[src/rtl/nec_ir_pkg.sv]
// Shared definitions for the NEC IR receiver: FSM states, pulse windows in
// microseconds, and the window-compare helper used by the decoder.
package nec_ir_pkg;

   typedef enum logic [2:0] {
      IDLE      = 3'd0,
      LEAD_LOW  = 3'd1,
      LEAD_HIGH = 3'd2,
      BIT_LOW   = 3'd3,
      BIT_HIGH  = 3'd4,
      STOP_LOW  = 3'd5,
      RPT_LOW   = 3'd6
   } nec_state_t;

   localparam int unsigned LEAD_LO_MIN = 8000;
   localparam int unsigned LEAD_LO_MAX = 10000;
   localparam int unsigned LEAD_HI_MIN = 4000;
   localparam int unsigned LEAD_HI_MAX = 5000;
   localparam int unsigned RPT_HI_MIN  = 2000;
   localparam int unsigned RPT_HI_MAX  = 2500;
   localparam int unsigned BURST_MIN   = 400;
   localparam int unsigned BURST_MAX   = 700;
   localparam int unsigned ONE_HI_MIN  = 1400;
   localparam int unsigned ONE_HI_MAX  = 1900;
   localparam int unsigned TIMEOUT_US  = 12000;

   // Inclusive window test; bounds are in microseconds, scaled to cycles here.
   function automatic logic in_win(input logic [31:0] cnt,
                                   input int unsigned lo_us,
                                   input int unsigned hi_us,
                                   input int unsigned cyc_per_us);
      return (cnt >= lo_us * cyc_per_us) && (cnt <= hi_us * cyc_per_us);
   endfunction

endpackage

[src/rtl/nec_ir_receiver_sync_edge.sv]
// Two-flop synchroniser for the asynchronous IR pin plus a third flop that
// turns level changes into single-cycle fall/rise pulses.
module ir_sync_edge (
   input  logic clk,
   input  logic rst,
   input  logic din,
   output logic fall,
   output logic rise,
   output logic level
);

   logic s1, s2, s3;

   // All three flops reset high so leaving reset on an idle line is not an edge.
   always_ff @(posedge clk or posedge rst) begin
      if (rst) begin
         s1 <= 1'b1;
         s2 <= 1'b1;
         s3 <= 1'b1;
      end else begin
         s1 <= din;
         s2 <= s1;
         s3 <= s2;
      end
   end

   assign fall  = s3 & ~s2;
   assign rise  = ~s3 & s2;
   assign level = s2;

endmodule

[src/rtl/nec_ir_receiver.sv]
// NEC IR decoder: measures each pulse on the synchronised pin and walks the
// leader / 32-bit / stop (or repeat) sequence, emitting one-cycle strobes.
module nec_ir_receiver
   import nec_ir_pkg::*;
#(
   parameter int unsigned CYC_PER_US = 50,
   parameter int unsigned CHECK_INV  = 1,
   parameter int unsigned CNT_W      = 20
) (
   input  logic        iCLK,
   input  logic        iRST,
   input  logic        iIRDA,
   output logic [31:0] oDATA,
   output logic        oVALID,
   output logic        oREPEAT,
   output logic        oERR,
   output logic        oBUSY
);

   logic             ir_fall, ir_rise, ir_level;
   logic [CNT_W-1:0] cnt;
   logic [31:0]      cnt32;
   nec_state_t       state, state_nx;
   logic [31:0]      sh, sh_nx;
   logic [4:0]       idx, idx_nx;
   logic             held;
   logic             valid_nx, rpt_nx, err_nx, load;
   logic             inv_ok, timeout;

   ir_sync_edge u_sync (
      .clk   (iCLK),
      .rst   (iRST),
      .din   (iIRDA),
      .fall  (ir_fall),
      .rise  (ir_rise),
      .level (ir_level)
   );

   // Phase length since the last edge; parks at all-ones on a quiet line.
   always_ff @(posedge iCLK or posedge iRST) begin
      if (iRST)
         cnt <= '0;
      else if (ir_fall || ir_rise)
         cnt <= '0;
      else if (cnt != {CNT_W{1'b1}})
         cnt <= cnt + 1'b1;
   end

   assign cnt32   = 32'(cnt);
   assign timeout = cnt32 > TIMEOUT_US * CYC_PER_US;
   assign inv_ok  = (sh[15:8] == ~sh[7:0]) && (sh[31:24] == ~sh[23:16]);

   always_comb begin
      state_nx = state;
      sh_nx    = sh;
      idx_nx   = idx;
      valid_nx = 1'b0;
      rpt_nx   = 1'b0;
      err_nx   = 1'b0;
      load     = 1'b0;
      case (state)
         IDLE: begin
            if (ir_fall && !ir_level)
               state_nx = LEAD_LOW;
         end
         LEAD_LOW: begin
            if (ir_rise) begin
               if (in_win(cnt32, LEAD_LO_MIN, LEAD_LO_MAX, CYC_PER_US))
                  state_nx = LEAD_HIGH;
               else
                  err_nx = 1'b1;
            end
         end
         LEAD_HIGH: begin
            if (ir_fall) begin
               if (in_win(cnt32, LEAD_HI_MIN, LEAD_HI_MAX, CYC_PER_US)) begin
                  state_nx = BIT_LOW;
                  idx_nx   = 5'd0;
               end else if (in_win(cnt32, RPT_HI_MIN, RPT_HI_MAX, CYC_PER_US))
                  state_nx = RPT_LOW;
               else
                  err_nx = 1'b1;
            end
         end
         BIT_LOW: begin
            if (ir_rise) begin
               if (in_win(cnt32, BURST_MIN, BURST_MAX, CYC_PER_US))
                  state_nx = BIT_HIGH;
               else
                  err_nx = 1'b1;
            end
         end
         BIT_HIGH: begin
            // The space length carries the bit; first bit received ends up in sh[0].
            if (ir_fall) begin
               if (in_win(cnt32, BURST_MIN, BURST_MAX, CYC_PER_US) ||
                   in_win(cnt32, ONE_HI_MIN, ONE_HI_MAX, CYC_PER_US)) begin
                  sh_nx = {in_win(cnt32, ONE_HI_MIN, ONE_HI_MAX, CYC_PER_US), sh[31:1]};
                  if (idx == 5'd31)
                     state_nx = STOP_LOW;
                  else begin
                     idx_nx   = idx + 5'd1;
                     state_nx = BIT_LOW;
                  end
               end else
                  err_nx = 1'b1;
            end
         end
         STOP_LOW: begin
            if (ir_rise) begin
               if (in_win(cnt32, BURST_MIN, BURST_MAX, CYC_PER_US) &&
                   (CHECK_INV == 0 || inv_ok)) begin
                  load     = 1'b1;
                  valid_nx = 1'b1;
                  state_nx = IDLE;
               end else
                  err_nx = 1'b1;
            end
         end
         RPT_LOW: begin
            if (ir_rise) begin
               if (in_win(cnt32, BURST_MIN, BURST_MAX, CYC_PER_US)) begin
                  rpt_nx   = held;
                  state_nx = IDLE;
               end else
                  err_nx = 1'b1;
            end
         end
         default: state_nx = IDLE;
      endcase
      if (state != IDLE && !ir_fall && !ir_rise && timeout)
         err_nx = 1'b1;
      // An aborting fall lands in IDLE and is not taken as a new leader.
      if (err_nx) begin
         state_nx = IDLE;
         idx_nx   = 5'd0;
      end
   end

   always_ff @(posedge iCLK or posedge iRST) begin
      if (iRST) begin
         state   <= IDLE;
         sh      <= '0;
         idx     <= '0;
         held    <= 1'b0;
         oDATA   <= '0;
         oVALID  <= 1'b0;
         oREPEAT <= 1'b0;
         oERR    <= 1'b0;
         oBUSY   <= 1'b0;
      end else begin
         state   <= state_nx;
         sh      <= sh_nx;
         idx     <= idx_nx;
         oVALID  <= valid_nx;
         oREPEAT <= rpt_nx;
         oERR    <= err_nx;
         oBUSY   <= (state_nx != IDLE);
         if (load) begin
            oDATA <= sh;
            held  <= 1'b1;
         end
      end
   end

endmodule

[config.mk]
export PLATFORM = sky130hd
export DESIGN_NAME = nec_ir_receiver
export DESIGN_NICKNAME = d
export VERILOG_FILES = /design/src/rtl/nec_ir_pkg.sv /design/src/rtl/nec_ir_receiver_sync_edge.sv /design/src/rtl/nec_ir_receiver.sv
export SDC_FILE = /design/constraint.sdc
export NUM_CORES = 1
export LEC_CHECK = 0
export CORE_ASPECT_RATIO = 1.25
export CORE_MARGIN = 4
export CORE_UTILIZATION = 30
export CTS_BUF_LIST = sky130_fd_sc_hd__clkbuf_8
export DETAILED_ROUTE_END_ITERATION = 10
export HOLD_SLACK_MARGIN = 0.1
export PLACE_DENSITY = 0.55
export REMOVE_ABC_BUFFERS = 1
export SKIP_LAST_GASP = 1
export SYNTH_ARGS = -nofsm -noshare
export SYNTH_HDL_FRONTEND = slang
export SYNTH_SLANG_ARGS = --single-unit
[constraint.sdc]
create_clock -name iCLK -period 7.1 [get_ports iCLK]
set_input_delay 1.065 -clock iCLK [delete_from_list [all_inputs] [get_ports iCLK]]
set_output_delay 1.065 -clock iCLK [all_outputs]
set_load 0.02 [all_outputs]
==> summary.txt <==
Die
  – Row count: 53
  – Die Y: 155.1 µm
  – Core Area: 16910 µm²
  – Die width: 125.7 µm
  – IO Pins: 39
  – Die area: 19500 µm²
  – Starting Density: 0.3072

Placed design
  – Hpwl dp: 7.975 mm
  – Placed Instances: 696
  – RePlAce Congestion: 0.8705
  – # port buffers: 38
  – Pre-CTS setup slack: 3.924 ns

Drt
  – Total Wirelength: 11.29 mm
  – DRT iter0 DRCs: 202
  – Wire per inst: 15.88 µm
  – First-pass detailed-route iteration total: 5
  – Routed via count: 3655
  – Remaining antenna violation count: 0
  – DRC viols: 0
  – Via density: 5.141

Finish
  – Fin cells: 711
  – Antenna Diode Count: 0
  – Footprint of the multi-input gates: 2490 µm²
  – Most frequent cells in the layout: dfrtp_1 (97), mux2_2 (63), clkdlybuf4s50_1 (38)
  – Final #Nets: 497
  – Share of layout cells above drive strength 1: 0.1935
  – Fill cells: 1681
  – Synth-to-layout area growth: 14.60%
  – Commonest non-fill, non-tap cell in the layout: dfrtp_1
  – Final Util: 0.3521
  – Register area: 2506 µm²

Worst setup path
  – Worst Setup Path Type: flop to flop
  – Setup crit start kind: flop
  – Arrival @ worst endpoint: 3.41 ns
  – CP Capture Type: flop
  – Crit path from: cnt[8]$_DFFE_PP0P_
  – Reg-to-Reg Start: cnt[8]$_DFFE_PP0P_
  – R2R Setup Slk: 3.96 ns
  – Critical Path Fanout Max: 14
  – Req. time, crit path: 7.37 ns
  – Setup crit end: oBUSY$_DFF_PP0_
  – Reg2reg end: oBUSY$_DFF_PP0_
  – R2R depth: 7

Timing
  – Setup-failing EPs final: 0
  – Unrepaired setup endpoints after global routing: no
  – Max Fclk: 318.6 MHz
  – Fin crit period: 3.138 ns
  – TNS Setup: 0 ns
  – Max_slew headroom: 0.4679
  – Slew of the pin with the lowest slew margin: 0.7982 ns
  – Max Transition Viols Final: 0
  – Tcrit/Tclk final: 0.4420
  – Setup slack after layout: 3.962 ns
  – Hold Slack: 0.3608 ns
  – Clk_skew: 0.01239 ns
  – Hold Vio Cnt, Final: 0

Clocking
  – Postcts setup bufs: 0
  – Reg clk slew, reported paths: 0.09 ns
  – Clock sink count: 100
  – Root Driver: clkbuf_8
  – Hold_buf cts: 0
  – CTS tree: yes
  – Htree depth: 3
  – CTS Buf Count: 9
  – Worst-Skew Late Latency: 0.38 ns
  – Max clock buf depth: 2
  – CTS resizes: 0

Power
  – P_leak: 0.002729 µW
  – Maximum vdd ir drop: 0.1141 mV
  – Power per cell area: 175.0 nW/µm²

Global route
  – Vias in the first global route: 3719
  – Remaining global-route overflow: 0
  – Maximum number of pins on one net before global-route repair: 65
  – Antenna violations before repair: 0
  – First-pass GRT wire length: 19.24 mm
  – Total GRT Usage: 0.1198

Job
  – Max-cap violations: 0

Yosys
  – Post-synthesis sequential area ratio: 0.4824
  – Post-synthesis cell count: 466
  – Synth Warn #: 0
  – Unique cell type count in the Yosys netlist: 60
  – Post-synth ARST share: 1.000
  – Yosys reg bits: 100
  – Avg Cell Area, Syn: 11.15 µm²
  – Cell Area, Synth: 5195 µm²
  – Synth Flop Type: dfrtp_1
  – Post-synth EDFFs: 0

Worst hold path
  – Worst hold path class: flop to flop

Outcome
  – Status: complete, no violations
## per-stage QoR
step / area, µm² / power (µW)
global route: 5953 / 1096
finish: 5953 / 1042
CTS: 5953 / 1064
detailed placement: 5733 / 648.4
global placement: 5733 / 647.6
floorplan: 5050 / 629.7
## worst min path at each step
stage	slack, ns	to	cells past startpoint	from
floorplan	0.35	u_sync.level$_DFF_PP1_	0	u_sync.s1$_DFF_PP1_
CTS	0.36	u_sync.level$_DFF_PP1_	0	u_sync.s1$_DFF_PP1_
global placement	0.35	u_sync.level$_DFF_PP1_	0	u_sync.s1$_DFF_PP1_
finish	0.36	u_sync.level$_DFF_PP1_	0	u_sync.s1$_DFF_PP1_
detailed placement	0.35	u_sync.level$_DFF_PP1_	0	u_sync.s1$_DFF_PP1_
global route	0.36	u_sync.level$_DFF_PP1_	0	u_sync.s1$_DFF_PP1_
## cell families after synthesis
| kind of cell | after synthesis | share of synthesized area |
|---|---|---|
| AND/OR/NAND/NOR | 149 | 0.1739 |
| adder cells (fa/ha/maj) | 8 | 0.01879 |
| flip-flops | 100 | 0.4824 |
| XOR/XNOR | 32 | 0.05395 |
| AO/OA/AOI/OAI | 66 | 0.09176 |
| multiplexers | 65 | 0.1404 |
| buffers and inverters | 46 | 0.03877 |
## report_power, final
part           internal (µW)  switching (µW)
registers                576            9.97
clock network            201             205
logic                   18.1            31.5
total                    796             246
## area by class of cell
cell class	count	area share
clock buffers	9	0.02081
clock inverters	6	0.01618
inverters	15	0.009878
multi-input cells	320	0.4182
flip-flops and latches	100	0.4210
well taps	220	0.04624
repair buffers	41	0.06768
## layer usage
| layer | vias to the layer above | share of wire | track usage |
|---|---|---|---|
| met3 | 24 | 0.045 | 0.02507 |
| met5 | - | 0 | 0 |
| li1 | 1741 | - | - |
| met4 | 0 | 0.024 | 0.05475 |
| met1 | 1799 | 0.43 | 0.1491 |
| met2 | 91 | 0.50 | 0.1999 |
## critical path, stage by stage (launching register included)
cell and delay, ns:
dfrtp_1 0.56, or4_1 0.57, a211oi_1 0.38, or3_1 0.23
o22ai_2 0.12, a21oi_1 0.58, and4b_1 0.29, a311oi_1 0.30
## Yosys cell counts (3+ instances only)
cell type / count / area share
dfrtp_1: 97 / 0.47
mux2_2: 63 / 0.14
xor2_1: 27 / 0.046
nand2_1: 22 / 0.016
clkbuf_1: 18 / 0.013
nor3_1: 17 / 0.016
inv_1: 15 / 0.011
and2_1: 14 / 0.017
nor2_1: 12 / 0.0087
o21ai_0: 12 / 0.012
buf_2: 11 / 0.011
nand3_1: 11 / 0.011
nand4_1: 11 / 0.013
and3_1: 10 / 0.012
a21oi_1: 9 / 0.0087
or3_1: 9 / 0.011
nor4_1: 8 / 0.0096
a211oi_1: 7 / 0.010
and4_1: 7 / 0.012
ha_1: 7 / 0.017
nor2b_1: 6 / 0.0072
o31ai_1: 6 / 0.0087
nor4b_1: 5 / 0.0084
xnor2_1: 5 / 0.0084
o211ai_1: 4 / 0.0058
a31oi_1: 3 / 0.0036
dfstp_2: 3 / 0.015
o221ai_1: 3 / 0.0051
o31a_1: 3 / 0.0051
or4_1: 3 / 0.0043
## sequential cells by signal, indices dropped and copies added (netlist names)
name / flops
u_sync.level: 1
state: 3
cnt: 20
idx: 5
u_sync.s1: 1
held: 1
oVALID: 1
oERR: 1
oBUSY: 1
oREPEAT: 1
u_sync.s3: 1
oDATA: 32
sh: 32
Power figures use the tool's default switching activity.
